<file path="config.mk">
export PLATFORM = sky130hd
export DESIGN_NAME = alu_wb_arbiter_flat
export DESIGN_NICKNAME = d
export VERILOG_FILES = /design/src/rtl/alu_wb_arb_pkg.sv /design/src/rtl/alu_wb_arbiter_if.sv /design/src/rtl/rr_priority_pick.sv /design/src/rtl/alu_wb_arbiter.sv /design/src/flat_wrapper.sv
export SDC_FILE = /design/constraint.sdc
export NUM_CORES = 1
export LEC_CHECK = 0
export CORE_UTILIZATION = 40
export DETAILED_ROUTE_END_ITERATION = 8
export GPL_TIMING_DRIVEN = 0
export PLACE_DENSITY_LB_ADDON = 0.25
export SYNTH_ARGS = -nofsm -noshare
export SYNTH_HDL_FRONTEND = slang
export SYNTH_SLANG_ARGS = --single-unit
</file>
<file path="constraint.sdc">
create_clock -name clk -period 4.13 [get_ports clk]
set_input_delay 0.413 -clock clk [delete_from_list [all_inputs] [get_ports clk]]
set_output_delay 0.413 -clock clk [all_outputs]
set_load 0.01 [all_outputs]
</file>
<file path="src/rtl/alu_wb_arb_pkg.sv">
// Shared defaults and index type for the ALU writeback write-port arbiter.
package alu_wb_arb_pkg;

  localparam int DEFAULT_NUM_ALU      = 5;
  localparam int DEFAULT_ID_W         = 3;
  localparam int DEFAULT_STARVE_LIMIT = 8;
  localparam int DEFAULT_CNT_W        = 4;

  typedef logic [DEFAULT_ID_W-1:0] alu_idx_t;

endpackage

</file>
<file path="src/rtl/alu_wb_arbiter_if.sv">
// Request/grant bundle between the ALU writeback queues, the LSU and the write-port arbiter.
interface alu_wb_arbiter_if #(
  parameter int NUM_ALU = alu_wb_arb_pkg::DEFAULT_NUM_ALU,
  parameter int ID_W    = alu_wb_arb_pkg::DEFAULT_ID_W
);

  logic [NUM_ALU-1:0] alu_entry_valid;
  logic               lsu_wr_req;
  logic [NUM_ALU-1:0] alu_entry_serviced;
  logic               alu_grant_valid;
  logic [ID_W-1:0]    alu_grant_id;
  logic               lsu_wr_stall;

  modport master (
    output alu_entry_valid, lsu_wr_req,
    input  alu_entry_serviced, alu_grant_valid, alu_grant_id, lsu_wr_stall
  );

  modport slave (
    input  alu_entry_valid, lsu_wr_req,
    output alu_entry_serviced, alu_grant_valid, alu_grant_id, lsu_wr_stall
  );

endinterface

</file>
<file path="src/rtl/rr_priority_pick.sv">
// Combinational round-robin pick: first valid index scanning from rr_ptr upward, modulo NUM_ALU.
module rr_priority_pick #(
  parameter int NUM_ALU = alu_wb_arb_pkg::DEFAULT_NUM_ALU,
  parameter int ID_W    = alu_wb_arb_pkg::DEFAULT_ID_W
) (
  input  logic [NUM_ALU-1:0] valid,
  input  logic [ID_W-1:0]    rr_ptr,
  output logic               found,
  output logic [ID_W-1:0]    index
);

  // Modulo wrap is done in int arithmetic so non-power-of-two NUM_ALU never yields an index >= NUM_ALU.
  always_comb begin
    found = 1'b0;
    index = '0;
    for (int k = 0; k < NUM_ALU; k++) begin
      int idx;
      idx = int'(rr_ptr) + k;
      if (idx >= NUM_ALU) idx = idx - NUM_ALU;
      if (!found && valid[idx]) begin
        found = 1'b1;
        index = ID_W'(idx);
      end
    end
  end

endmodule

</file>
<file path="src/rtl/alu_wb_arbiter.sv">
// Register-file write-port arbiter: LSU priority with starvation-forced round-robin ALU grants.
// Optional macro ALU_WB_ARB_PERF_CNT_EN adds registered grant performance counters.
module alu_wb_arbiter
  import alu_wb_arb_pkg::*;
#(
  parameter int NUM_ALU      = DEFAULT_NUM_ALU,
  parameter int ID_W         = DEFAULT_ID_W,
  parameter int STARVE_LIMIT = DEFAULT_STARVE_LIMIT,
  parameter int CNT_W        = DEFAULT_CNT_W
) (
  input  logic clk,
  input  logic rst,
`ifdef ALU_WB_ARB_PERF_CNT_EN
  output logic [31:0] perf_alu_grants,
  output logic [31:0] perf_forced_grants,
`endif
  alu_wb_arbiter_if.slave bus
);

  logic [ID_W-1:0]  rr_ptr;
  logic [CNT_W-1:0] starve_cnt;
  logic             any_alu;
  logic             force_grant;
  logic             alu_grant;
  logic             pick_found;
  logic [ID_W-1:0]  pick_idx;

  rr_priority_pick #(
    .NUM_ALU (NUM_ALU),
    .ID_W    (ID_W)
  ) u_pick (
    .valid  (bus.alu_entry_valid),
    .rr_ptr (rr_ptr),
    .found  (pick_found),
    .index  (pick_idx)
  );

  assign any_alu     = |bus.alu_entry_valid;
  assign force_grant = bus.lsu_wr_req & any_alu & (starve_cnt >= CNT_W'(STARVE_LIMIT));

  // All outputs are held quiet while reset is asserted, even though inputs may be active.
  assign alu_grant              = ~rst & pick_found & (~bus.lsu_wr_req | force_grant);
  assign bus.alu_grant_valid    = alu_grant;
  assign bus.alu_grant_id       = alu_grant ? pick_idx : '0;
  assign bus.alu_entry_serviced = alu_grant ? (NUM_ALU'(1) << pick_idx) : '0;
  assign bus.lsu_wr_stall       = ~rst & force_grant;

  always_ff @(posedge clk or posedge rst) begin
    if (rst) begin
      rr_ptr     <= '0;
      starve_cnt <= '0;
    end else begin
      if (alu_grant) begin
        rr_ptr     <= (pick_idx == ID_W'(NUM_ALU-1)) ? '0 : pick_idx + 1'b1;
        starve_cnt <= '0;
      end else if (any_alu) begin
        if (starve_cnt != '1) starve_cnt <= starve_cnt + 1'b1;
      end else begin
        starve_cnt <= '0;
      end
    end
  end

`ifdef ALU_WB_ARB_PERF_CNT_EN
  always_ff @(posedge clk or posedge rst) begin
    if (rst) begin
      perf_alu_grants    <= '0;
      perf_forced_grants <= '0;
    end else begin
      if (alu_grant)                perf_alu_grants    <= perf_alu_grants + 32'd1;
      if (alu_grant && force_grant) perf_forced_grants <= perf_forced_grants + 32'd1;
    end
  end
`endif

endmodule

</file>
<file path="src/flat_wrapper.sv">
// flat-port wrapper written by rule: the top's interface ports become plain ports
module alu_wb_arbiter_flat import alu_wb_arb_pkg::*;
#(
  parameter int NUM_ALU      = DEFAULT_NUM_ALU,
  parameter int ID_W         = DEFAULT_ID_W,
  parameter int STARVE_LIMIT = DEFAULT_STARVE_LIMIT,
  parameter int CNT_W        = DEFAULT_CNT_W
)
  (clk, rst, bus_alu_entry_valid, bus_lsu_wr_req, bus_alu_entry_serviced, bus_alu_grant_valid, bus_alu_grant_id, bus_lsu_wr_stall);
  alu_wb_arbiter_if #(.NUM_ALU(NUM_ALU), .ID_W(ID_W)) bus_i ();
  input  logic clk;
  input  logic rst;
  input wire logic [$bits(bus_i.alu_entry_valid)-1:0] bus_alu_entry_valid;
  input wire logic [$bits(bus_i.lsu_wr_req)-1:0] bus_lsu_wr_req;
  output wire logic [$bits(bus_i.alu_entry_serviced)-1:0] bus_alu_entry_serviced;
  output wire logic [$bits(bus_i.alu_grant_valid)-1:0] bus_alu_grant_valid;
  output wire logic [$bits(bus_i.alu_grant_id)-1:0] bus_alu_grant_id;
  output wire logic [$bits(bus_i.lsu_wr_stall)-1:0] bus_lsu_wr_stall;
  assign bus_i.alu_entry_valid = bus_alu_entry_valid;
  assign bus_i.lsu_wr_req = bus_lsu_wr_req;
  assign bus_alu_entry_serviced = bus_i.alu_entry_serviced;
  assign bus_alu_grant_valid = bus_i.alu_grant_valid;
  assign bus_alu_grant_id = bus_i.alu_grant_id;
  assign bus_lsu_wr_stall = bus_i.lsu_wr_stall;
  alu_wb_arbiter #(.NUM_ALU(NUM_ALU), .ID_W(ID_W), .STARVE_LIMIT(STARVE_LIMIT), .CNT_W(CNT_W)) u_core (.clk(clk), .rst(rst), .bus(bus_i));
endmodule
</file>
# After elaboration in Yosys (flattened, before gate mapping)
# Cells that the tools add are included.
# classes
n_addsub	11
order_cmp	11
eq_ne	3
shifts	1
mux	36
bitwise	8
n_reduce_logical	9
# op_table
operator	count
$lt 32x5->1 const B	5
$mux 32	5
$mux 3	7
$sub 4x3->5 const B	4
$ge 4x3->1 const B	4
$bmux 1 s3	5
$mux 1	15
$mux 4	3
$add 3x2->4 const B	2
$and 1x1->1	5
$mux 5	1
$reduce_or 5->1	1
$shl 1x3->5 const A	1
$add 3x1->4 const B	1
$add 3x3->4 const B	1
$add 4x1->4 const B	1
$ge 4x4->1 const B	1
$logic_and 1x1->1	4
$logic_not 1->1	4
$ne 4x4->1 const B	1
$sub 3x3->4 const B	1
$add 3x1->3 const B	1
$eq 3x3->1 const B	1
$ge 3x3->1 const B	1
3 further kinds	4
# word_totals
reg_bits	7
in_bits	8
output_inout_bits	10
word_cells	81

# Logic depth before layout (Yosys ltp)
# Gate-level depths: netlist of the first run.
# logic_depth
word_depth	21
ltp_mapped	17
mapped_depth_nobuf	15

# Modules after synthesis
# A second synthesis of the first run with hierarchy kept.
# unflattened
hier_cells	209
hier_area_um2	1746.7
# modules_own_cells
module	n_inst	cells_per_inst	area_per_inst_um2	seq_area_each_um2
rr_priority_pick	1	150	1182.4	0.0
alu_wb_arbiter	1	59	564.3	175.2

# Least setup slack after synthesis of the first run
# No wires, ideal clock.
# synth_timing
path_kind	register -> output
from	register u_core.rr_ptr[1]
to	output port bus_alu_entry_serviced[3]
arrival_ns	3.505
required_ns	3.717
slack_ns	0.212
path_stages_with_launch	18
path_cell_list	dfrtp_1 buf_2 inv_1 ha_1 inv_1 ha_1 clkbuf_1 a211oi_1 o22ai_2 mux2i_1 a221oi_1 o21bai_1 o21ai_0 a22oi_1 inv_1 ha_1 ha_1 and2_1
# synth_between
elab_chain_len	21
# synth_lines
element	line	rtl
from (decl)	alu_wb_arbiter.sv:20	logic [ID_W-1:0] rr_ptr;
from (signal assigned)	alu_wb_arbiter.sv:54	rr_ptr <= (pick_idx == ID_W'(NUM_ALU-1)) ? '0 : pick_idx + 1'b1;
branches (longest 20 deep; another with $sub 4x3->5)	-	
$mux 5 (*)	alu_wb_arbiter.sv:45	assign bus.alu_entry_serviced = alu_grant ? (NUM_ALU'(1) << pick_idx) : '0;
to (decl)	flat_wrapper.sv:15	output wire logic [$bits(bus_i.alu_entry_serviced)-1:0] bus_alu_entry_serviced;
# Mark *: on every way between the ends. The select of a mux whose other input is x is not followed.

# Worst setup path after layout of the first run
# Ends and elaborated chain as after synthesis.

==> impl_summary.md, run 1 <==
Critical path
The endpoint type of the worst setup path is an output pin. The worst setup path is launched from a flop. The type of the setup path with the least slack is reg2out. The worst path buffer plus inverter count is 7. The most numerous cell on the critical path is sky130_fd_sc_hd__buf_4. The maximum fanout encountered on the critical timing path is 6. The worst path arrival time is between 3000 and 4000 ps.

The longest individual stage delay on the worst path is between 300 and 400 ps. Traced cell by cell, the critical path runs through buf_6 -> clkinvlp_4 -> buf_4 -> buf_4 -> ha_2 -> a21oi_4 -> xnor2_1 -> mux2i_1 -> nor3_1 -> or3_1 -> o22a_1 -> a22oi_2 -> buf_4 -> inv_2 -> ha_2 -> ha_4 -> and2_4 -> buf_6. The cell family contributing the most delay on the critical path is buffers and inverters. The cell at the slowest stage of the critical path is sky130_fd_sc_hd__dfrtp_2. For the worst setup path, the data required time is 3720 ps.

STA
Setup violations remaining at the end of the flow were counted as 1. Timing would allow up to 0.2421 GHz. The worst pin sits at a relative slew slack of 62.80%.

The smallest setup slack after layout is -0.4383 ps. Dividing the final minimum period by the clock period gives 100.0%. The final hold violation count was 0. For the finished layout, the period the worst path requires is 4130 ps. The max-slew violation total from the final report is 0. For the pin with the worst max-slew slack, the measured transition is ~550 ps.

Clock skew on the completed layout was measured at ~1 ps. Setup repair after global routing could not meet its margin everywhere.

Drt
After detailed routing, the number of vias per cell comes to between 6 and 7. The count of nets left with antenna violations after detail routing is 0. The count of routing violations after the opening detailed-route iteration is approximately 300. In the routed design, unresolved DRC markers number 0.

Summed over all layers, the routed wires come to approximately 6400 um. The number of vias in the routed layout is around 2100. The per-cell routed wire length is 18.40 um. The number of search-and-repair iterations in the first detailed-routing pass is 6.

CTS
The largest buffer count on any clock path is 2. The CTS tree is yes. The clock-pin slew on the worst setup and hold paths is 40 ps. The clock drives 7 sinks.

In this run the clock root is driven by a sky130_fd_sc_hd__clkbuf_8. The number of buffers inserted during clock tree synthesis is 3. The clock network latency to the later pin of the worst-skew pair is 230 ps. The number of hold buffers added after CTS was 0. CTS built an H-tree with a depth of 1.

Logic synthesis
The mean area per synthesized cell is between 7 and 8 um2. The top cell type by total area after synthesis is sky130_fd_sc_hd__ha_1. The number of flip-flops and latches in the synthesized netlist is 7. In this run, synthesis inferred 0 flip-flops with an integrated enable. During synthesis, Yosys emitted a total of 0 warnings.

The most used flip-flop cell after synthesis is sky130_fd_sc_hd__dfrtp_1. The post-synthesis async set-or-reset flop share is 100.0%. In the synthesized netlist, the number of instances is ~240. The netlist area before placement is roughly 1800 um2. The share of the Yosys chip area taken by registers is under 10%. Of the post-synthesis cell area, the dominant cell type holds 13.92%. Counting every net in the synthesized netlist gives 263. The count of unique library cells instantiated by Yosys is 64. By area the synthesized netlist is led by sky130_fd_sc_hd__ha_1 (14%), sky130_fd_sc_hd__dfrtp_1 (9.7%), sky130_fd_sc_hd__nor2_1 (5.2%).

Run status
The final reports fail on setup timing. The run finished, with violations left.

Floorplan
The vertical extent of the die is a little under 70 um. The die outline area is between 4000 and 5000 um2. 18 I/O pins were placed. In this run the core area contains 24 standard-cell rows. The horizontal die dimension is 69.05 um. Once the floorplan was initialized, standard cells occupied about two fifths of the core.

The floorplan step defined a core boundary enclosing about 4300 um2.

Finish
At the end of the flow the core is filled with cells to 63.14%. In the final layout, the share of cells above drive strength 1 is 43.20%. Leaving out fill and tap cells, the most frequent cell in the layout is sky130_fd_sc_hd__buf_4. The top cell types in the final layout, fill and taps aside, are sky130_fd_sc_hd__buf_4 (37), sky130_fd_sc_hd__nor2_1 (24), sky130_fd_sc_hd__nand2_1 (15), sky130_fd_sc_hd__ha_1 (12), sky130_fd_sc_hd__buf_6 (9). The relative area change from synthesis to final layout is 51.84%. The number of inserted diodes is 0. The number of nets at the end of the flow is about 320.

Placement
The HPWL after detailed placement is 3680 um. The number of buffers inserted by port buffering is 16. The weighted congestion at the end of routability-driven global placement is about 0.86.

GRT
The via count of the first global-routing pass is ~1900. The first global-routing pass estimated just over 9000 um of wire. The initial antenna violation count came to 0.

Entering global routing, the biggest net connects 11 pins. The overall overflow remaining after global route is 0. Global routing used between 20% and 30% of the available tracks across all layers.

Run
Max-cap violations in this run came to 0.

Worst hold path
In this run the worst hold path is classified as in2async.
-- cells in the mapped netlist, types with 4 or more instances --
library cell / count
sky130_fd_sc_hd__ha_1: 20
sky130_fd_sc_hd__nand2b_1: 7
sky130_fd_sc_hd__a31oi_1: 4
sky130_fd_sc_hd__and3_1: 5
sky130_fd_sc_hd__buf_2: 6
sky130_fd_sc_hd__mux2i_1: 7
sky130_fd_sc_hd__nor3b_1: 4
sky130_fd_sc_hd__nor2_1: 25
sky130_fd_sc_hd__nor2b_1: 9
sky130_fd_sc_hd__and2_1: 6
sky130_fd_sc_hd__inv_1: 13
sky130_fd_sc_hd__dfrtp_1: 7
sky130_fd_sc_hd__nand3_1: 7
sky130_fd_sc_hd__nor3_1: 4
sky130_fd_sc_hd__nand2_1: 16
sky130_fd_sc_hd__a21oi_1: 7
sky130_fd_sc_hd__o21ai_0: 10
-- flip-flops by register name (all words and copies together) (netlist names) --
register	count
u_core.starve_cnt	4
u_core.rr_ptr	3
-- final timing paths --
path	cells past startpoint	end	slack, ps	from
hold / removal	2	u_core.starve_cnt[0]	470	rst
min in group clk	2	u_core.starve_cnt[3]	600	u_core.starve_cnt[3]
setup reg to reg	17	u_core.rr_ptr[2]	500	u_core.rr_ptr[1]
setup / recovery	18	bus_alu_entry_serviced[3]	-0.4	u_core.rr_ptr[1]
hold reg to reg	2	u_core.starve_cnt[3]	600	u_core.starve_cnt[3]
max in group asynchronous	2	u_core.rr_ptr[0]	3430	rst
-- kinds of logic (layout without fill, tap and decap cells) --
kind of cell | count (synthesis) | after routing | share of synthesized area (%)
buf+inv | 29 | 88 | 8.142
mux | 11 | 11 | 7.863
fa+ha+maj | 20 | 20 | 13.92
compound gates | 65 | 65 | 28.11
flops | 7 | 7 | 9.743
simple gates | 99 | 99 | 30.27
xor+xnor | 4 | 4 | 1.949
-- through the flow --
step	hold slack, ps	setup TNS [ps]	cell area, um2	setup slack, ps	cells
final	470.3	-0.4383	2730	-0.4383	346
after global routing	537.3	-428.6	2730	-123.3	346
after CTS	487.5	-31.72	2467	-31.72	331
after detailed placement	600.7	-6326	2023	-932.1	303
after global placement	591.0	-6206	2023	-931.0	303
after floorplan	216.4	0	1798	211.9	235
-- area by class of cell --
cell class / count / area (um2)
Clock buffer: 4 / 45.04
Tap cell: 52 / 65.06
Timing Repair Buffer: 56 / 471.7
Inverter: 16 / 77.57
Multi-Input combinational cell: 199 / 1788
Fill cell: 352 / 1594
Buffer: 12 / 103.9
Sequential cell: 7 / 178.9
-- per-layer routing --
layer / GRT usage (%) / share of wire, %
met4: 10.88 / 5.3
met5: 0 / 0
met1: 29.44 / 40
met3: 1.901 / 7.7
met2: 42.72 / 47
-- what timing repair did --
action,4_1_cts,5_1_grt
pin swaps,13,14
setup buffers,24,16
endpoints found under the setup margin,12,9
resized for setup,61,48
Power of run 1 is left out: the tool's default activity adds up to more than one toggle a clock period on the data nets, which glitch-free logic cannot reach.
==> inputs of run 2 (changes only) <==
- PLACE_DENSITY: not set -> 0.61
- PLACE_DENSITY_LB_ADDON: 0.25 -> not set
==> run 2 against run 1 <==
  * The flow now finishes without violations
  * Design area decreased by 4.3%
  * Setup slack gained 52 ps
  * First-iteration DRC count down 40%
  * Sequential share of layout area rose by 0.30 points
  * Critical path type unchanged
  * Clock skew rose by 6.0 ps
  * Non-clock buffer count decreased by 11
  * Worst hold slack improved by 15 ps
  * Final cell count shrank 3.2%
  * Via count is 6.0% lower
  * Maximum frequency grew 1.3%
  * Global-route usage is 1.3 points lower
==> impl_summary.md, run 2 (synthesized netlist as in run 1, its figures left out) <==
Floorplan
The die outline area is 4767 um2 (unchanged). The initial cell density of the core was 41.58% (unchanged). The site row count was 24 (unchanged).

The core area is 4324 um2 (unchanged). The vertical extent of the die is 69.05 um (unchanged). The horizontal die dimension is 69.05 um (unchanged). The number of top-level design ports came to 18 (unchanged).

Finish
The share of cells above drive strength 1 is 38.87% (-4.3 points). The leading cell type in the layout, fill and taps excluded is sky130_fd_sc_hd__buf_4. The filler-free cell count of the finished design is 335 (-3.2%). The number of inserted diodes is 0 (unchanged). Leaving out fill and tap cells, the most frequent cells in the layout are sky130_fd_sc_hd__buf_4 (29), sky130_fd_sc_hd__nor2_1 (25), sky130_fd_sc_hd__ha_1 (17), sky130_fd_sc_hd__nand2_1 (15), sky130_fd_sc_hd__inv_1 (10). The number of nets at the end of the flow is 312 (-3.4%).

The final design area excluding fillers is 2613 um2 (-4.3%). The area growth from synthesis to layout is 45.30%. The flip-flop count of the largest register after layout is 4 (unchanged). Counting flops per register, the top entry is u_core.starve_cnt. The largest registers in the layout are u_core.starve_cnt (4), u_core.rr_ptr (3). The number of fillers in the final layout is 375 (+6.5%).

Critical path
The endpoint type of the worst setup path is an output pin. The worst path arrival time was 3670 ps (-50 ps). The type of the setup path with the least slack is reg2out. The endpoint identified for the worst register-to-register timing path is u_core.rr_ptr[2].

The critical register-to-register path startpoint is u_core.rr_ptr[2]. STA classifies the critical path startpoint as a flop. The required arrival time at the worst endpoint came to 3720 ps (about the same). The maximum fanout encountered on the critical timing path is 10 (+4). The setup slack of the most critical reg-to-reg path is 460 ps (-40 ps).

The number of cells on the worst reg-to-reg path came to 15 (-2).

Worst hold path
The tightest min-delay check is of the in2async type.

CTS
The clock network latency to the later pin of the worst-skew pair is 230 ps (about the same). The clock-pin slew on the worst setup and hold paths is 40 ps (about the same). CTS placed an instance of sky130_fd_sc_hd__clkbuf_8 at the clock tree root. The number of buffers inserted during clock tree synthesis is 3 (unchanged). The total clock sinks is 7 (unchanged).

The number of hold buffers added after cts is 0 (unchanged). The CTS H-tree depth is 1 (unchanged). The largest buffer count on any clock path is 2 (unchanged). TritonCTS built the clock tree.

Placement
The placed wire-length estimate after detailed placement is 3816 um (+3.7%). The post-placement setup slack came to -975.1 ps (-43.02 ps). The standard cell area after detailed placement is 2023 um2 (unchanged). The weighted congestion at the end of routability-driven global placement is 0.8556 (-0.91%). The number of buffers inserted by port buffering is 16 (unchanged). The placed cell count is 303 (unchanged).

GRT
The met1 global-route usage is 28.66% (-0.78 points). The total global-route track usage was 22.76% (-1.3 points). The via count of the first global-routing pass was 1904 (-1.8%). The met3 track utilization from global routing came to 1.608% (-0.29 points). The overall overflow remaining after global route is 0 (unchanged).

In this run the most used layer during global routing was met2. The global-route wire length before repair is 8963 um (-3.7%). The pin count of the biggest net entering global routing was 14 (+3). The met2 capacity usage during global routing is 39.27% (-3.5 points).

The initial antenna violation count was 0 (unchanged).

STA
The smallest setup slack after layout is 51.83 ps (+52.27 ps). The remaining max-slew budget at the tightest pin is 64.20% (+1.4 points). Setup repair after global routing could not meet its margin everywhere. The final hold violation count is 0 (unchanged). The peak clock frequency supported by timing is 0.2452 GHz (+1.3%).

The share of the clock period used by the worst path after layout is 98.75% (-1.3 points). The total setup violations reported at the end of the flow is 0 (-1). The actual transition at the worst max-transition pin is 532.2 ps (-21.66 ps). The summed negative setup slack over all endpoints was 0 ps (+0.4383 ps). The worst clock skew is 7.047 ps (+6.038 ps). The minimum clock period after layout is 4078 ps (-52.27 ps). The max-slew violation total from the final report is 0 (unchanged).

Drt
The count of nets left with antenna violations after detail routing is 0 (unchanged). The per-cell routed wire length is 17.08 um (-7.2%). The number of search-and-repair iterations in the first detailed-routing pass is 4 (-2).

The count of routing violations after the opening detailed-route iteration is 180 (-40%). The total wirelength of the detailed-routed design came to 5721 um (-10%). The remaining design rule violation count was 0 (unchanged). The number of vias in the routed layout is 2008 (-6.0%). The per-cell via count in the routed design is 5.994 (-3.0%).

Run
The max-capacitance violation count is 0 (unchanged).

Run status
The flow ran to the end, and the final reports show no timing, DRC or antenna violations.
run 2: repair_timing:
action                                  4_1_cts  5_1_grt
buffers inserted                             19        9
endpoints found under the setup margin       12        9
resized for setup                            53       42
pin swaps                                     9       14
run 2: critical path, stage by stage (launching register included):
cell	delay, ps
sky130_fd_sc_hd__dfrtp_2	420
sky130_fd_sc_hd__buf_4	180
sky130_fd_sc_hd__ha_1	170
sky130_fd_sc_hd__clkbuf_4	210
sky130_fd_sc_hd__a211oi_4	370
sky130_fd_sc_hd__a21boi_0	150
sky130_fd_sc_hd__o21ai_1	270
sky130_fd_sc_hd__mux2i_4	160
sky130_fd_sc_hd__or4_4	520
sky130_fd_sc_hd__o2111ai_2	80
sky130_fd_sc_hd__o311a_4	250
sky130_fd_sc_hd__inv_2	50
sky130_fd_sc_hd__ha_1	190
sky130_fd_sc_hd__nor2b_4	130
sky130_fd_sc_hd__and2_1	140
sky130_fd_sc_hd__clkbuf_2	120
run 2: worst max-delay path by stage:
stage	from	to	slack [ps]	cells past startpoint
detailed placement	u_core.rr_ptr[1]	bus_alu_entry_serviced[4]	-980	17
global placement	u_core.rr_ptr[1]	bus_alu_entry_serviced[4]	-960	17
CTS	u_core.rr_ptr[0]	bus_alu_entry_serviced[4]	-110	18
global route	u_core.rr_ptr[1]	bus_alu_entry_serviced[4]	-70	20
floorplan	u_core.rr_ptr[1]	bus_alu_entry_serviced[3]	210	17
finish	u_core.rr_ptr[2]	bus_alu_entry_serviced[4]	50	15
run 2: layer usage:
layer  vias up  share of wire [%]
met2        65                 50
met1       965                 43
met5         -                  0
met4         0                2.9
met3        18                4.5
li1        960                  -
run 2: metrics by stage:
step / util [%] / hold WS [ps]
2_1_floorplan: - / 216.4
3_3_place_gp: 46.79 / 591.0
3_5_place_dp: 46.79 / 605.2
4_1_cts: 55.06 / 492.5
5_1_grt: 60.42 / 528.7
6_report: 60.42 / 485.7
run 2: area by class of cell:
| type | count | area [um2] | area share, % |
|---|---|---|---|
| inverter | 16 | 76.32 | 2.921 |
| tap | 52 | 65.06 | 2.490 |
| buffer | 13 | 128.9 | 4.933 |
| sequential | 7 | 178.9 | 6.849 |
| multi-input combinational | 199 | 1759 | 67.34 |
| timing repair buffer | 44 | 357.8 | 13.70 |
| clock inverter | 1 | 5.005 | 0.1916 |
| clock buffer | 3 | 41.29 | 1.580 |
Power of run 2 is left out for the same reason.
==> inputs of run 3 (changes only) <==
- GPL_TIMING_DRIVEN: 0 -> not set
- TNS_END_PERCENT: not set -> 5
==> run 3 against run 2 <==
  * Setup slack gained 79 ps
  * Sequential share of layout area shrank 0.30 points
  * Critical path depth grew 2
  * Non-clock buffer count grew 24
  * Via count grew 1.7%
  * Global-route usage grew 0.62 points
  * Utilization grew 1.9 points
  * Sequential cell count is the same
  * Design area grew 3.2%
  * Routed wire length shrank 0.66%
  * Highest routed layer unchanged
==> impl_summary.md, run 3 (synthesized netlist as in run 1, its figures left out) <==
CTS
The number of hold buffers added after cts is 0 (unchanged). TritonCTS built the clock tree. The root buffer selected by CTS is sky130_fd_sc_hd__clkbuf_8. The number of buffers inserted during clock tree synthesis is 3 (unchanged). The largest buffer count on any clock path came to 2 (unchanged). The clock network latency to the later pin of the worst-skew pair was 220 ps (about the same). The CTS H-tree depth is 1 (unchanged). The clock-pin slew on the worst setup and hold paths is 40 ps (about the same).

The total clock sinks is 7 (unchanged).

STA
The total setup violations reported at the end of the flow is 0 (unchanged). The peak clock frequency supported by timing is 0.2501 GHz (+2.0%). The final hold violation count was 0 (unchanged). The max-slew violation total from the final report is 0 (unchanged). The share of the clock period used by the worst path after layout is 96.83% (-1.9 points). The worst clock skew came to 1.222 ps (-5.825 ps).

The smallest setup slack after layout was 131.1 ps (+79.30 ps). Setup repair after global routing could not meet its margin everywhere. The minimum clock period after layout is 3999 ps (-79.30 ps). The actual transition at the worst max-transition pin came to 461.2 ps (-70.96 ps). The remaining max-slew budget at the tightest pin came to 69.07% (+4.9 points).

Drt
The count of routing violations after the opening detailed-route iteration is 122 (-32%). The count of nets left with antenna violations after detail routing was 0 (unchanged). The remaining design rule violation count is 0 (unchanged).

The per-cell via count in the routed design is 5.688 (-5.1%). The per-cell routed wire length came to 15.83 um (-7.3%). The number of search-and-repair iterations in the first detailed-routing pass is 4 (unchanged). The total wirelength of the detailed-routed design is 5683 um (-0.66%). The number of vias in the routed layout was 2042 (+1.7%).

Finish
The final design area excluding fillers is 2695 um2 (+3.2%). The number of nets at the end of the flow is 336 (+7.7%). The top cell types in the final layout, fill and taps aside, are sky130_fd_sc_hd__buf_4 (60), sky130_fd_sc_hd__nor2_1 (25), sky130_fd_sc_hd__nand2_1 (16), sky130_fd_sc_hd__ha_1 (14), sky130_fd_sc_hd__inv_1 (11).

u_core.starve_cnt holds more flip-flops than any other register. The number of fillers in the final layout was 395 (+5.3%). Leaving out fill and tap cells, the most frequent cell in the layout is sky130_fd_sc_hd__buf_4. The largest registers in the layout are u_core.starve_cnt (4), u_core.rr_ptr (3). The flip-flop count of the largest register after layout is 4 (unchanged).

The share of cells above drive strength 1 is 39.74% (+0.87 points). The number of inserted diodes came to 0 (unchanged). Compared with the post-synthesis result, the final layout area differs by 49.90%.

Critical path
The worst path arrival time is 3590 ps (-80 ps). The number of cells on the worst reg-to-reg path was 15 (unchanged). The maximum fanout encountered on the critical timing path is 5 (-5). The worst setup path is captured at an output pin.

The worst setup path is launched from a flop. The critical path is of the reg2out type. The required arrival time at the worst endpoint is 3720 ps (about the same).

Placement
The standard cell area after detailed placement was 2367 um2 (+17%). The weighted congestion at the end of routability-driven global placement is 0.8488 (-0.79%). The post-placement setup slack is -246.3 ps (+728.8 ps). The placed wire-length estimate after detailed placement is 4296 um (+13%). The number of buffers inserted by port buffering is 17 (+1).

GRT
The global-route wire length before repair came to 9266 um (+3.4%). The via count of the first global-routing pass came to 2025 (+6.4%). The total global-route track usage came to 23.39% (+0.62 points). The initial antenna violation count is 0 (unchanged). The pin count of the biggest net entering global routing is 16 (+2). The overall overflow remaining after global route is 0 (unchanged).

Floorplan
The die outline area is 4767 um2 (unchanged). The core area was 4324 um2 (unchanged). The horizontal die dimension came to 69.05 um (unchanged). The number of top-level design ports was 18 (unchanged). The initial cell density of the core is 41.58% (unchanged).

The vertical extent of the die is 69.05 um (unchanged). The site row count is 24 (unchanged).

Run status
The flow ran to the end, and the final reports show no timing, DRC or antenna violations.

Worst hold path
The worst hold path belongs to the class in2async.

Run
The max-capacitance violation count is 0 (unchanged).
run 3: changes by cell type in the layout (fill, tap and decap cells not counted), sizes merged, moves of 2 or more:
cell	delta
dlymetal6s2s	+2
buf	+24
clkdlybuf4s50	+2
clkbuf	-2
run 3: worst paths after layout:
path                                 startpoint                         to  slack, ps
setup / recovery               u_core.rr_ptr[1]  bus_alu_entry_serviced[4]        130
hold / removal                              rst       u_core.starve_cnt[1]        490
setup reg to reg               u_core.rr_ptr[0]           u_core.rr_ptr[2]        650
max in group asynchronous                   rst           u_core.rr_ptr[2]       3420
min in group clk           u_core.starve_cnt[1]       u_core.starve_cnt[1]        610
hold reg to reg            u_core.starve_cnt[1]       u_core.starve_cnt[1]        610
run 3: routing by layer:
layer / GRT usage [%] / wire length (um) / vias to the layer above / part of all wire, %
li1: - / - / 1011 / -
met1: 28.87 / 2568 / 964 / 45
met2: 40.35 / 2710 / 49 / 48
met3: 2.339 / 182 / 18 / 3.2
met4: 11.34 / 221 / 0 / 3.9
met5: 0 / 0 / - / 0
run 3: stage by stage:
stage                     cells  util [%]  hold slack, ps  TNS (ps)
final                       359     62.33           486.8         0
after global routing        359     62.33           526.0    -62.69
after CTS                   353     58.74           489.9         0
after detailed placement    347     54.75           602.2    -554.2
after global placement      347     54.75           593.6    -431.7
after floorplan             235         -           216.4         0
run 3: critical path: stages, from the launching register on:
cell	delay, ps
sky130_fd_sc_hd__dfrtp_1	370
sky130_fd_sc_hd__inv_2	110
sky130_fd_sc_hd__buf_4	150
sky130_fd_sc_hd__ha_1	260
sky130_fd_sc_hd__a211oi_4	80
sky130_fd_sc_hd__buf_4	140
sky130_fd_sc_hd__o31ai_2	390
sky130_fd_sc_hd__mux2i_4	430
sky130_fd_sc_hd__buf_4	170
sky130_fd_sc_hd__buf_4	100
sky130_fd_sc_hd__nand3_1	70
sky130_fd_sc_hd__o2111ai_2	90
sky130_fd_sc_hd__o311a_1	220
sky130_fd_sc_hd__inv_2	40
sky130_fd_sc_hd__ha_1	170
sky130_fd_sc_hd__nor2b_2	170
sky130_fd_sc_hd__and2_1	160
sky130_fd_sc_hd__clkdlybuf4s15_1	220
run 3: final cells by class:
type	count	area [um2]	area share (%)
Clock buffer	4	45.04	1.671
Inverter	16	60.06	2.228
Multi-Input combinational cell	199	1665	61.79
Sequential cell	7	176.4	6.546
Tap cell	52	65.06	2.414
Timing Repair Buffer	81	683.2	25.35
run 3: what timing repair did:
action	4_1_cts	5_1_grt
setup endpoints to repair	8	8
buffers inserted	2	6
pin swaps	7	7
resized for setup	37	22
Power of run 3 is left out for the same reason.
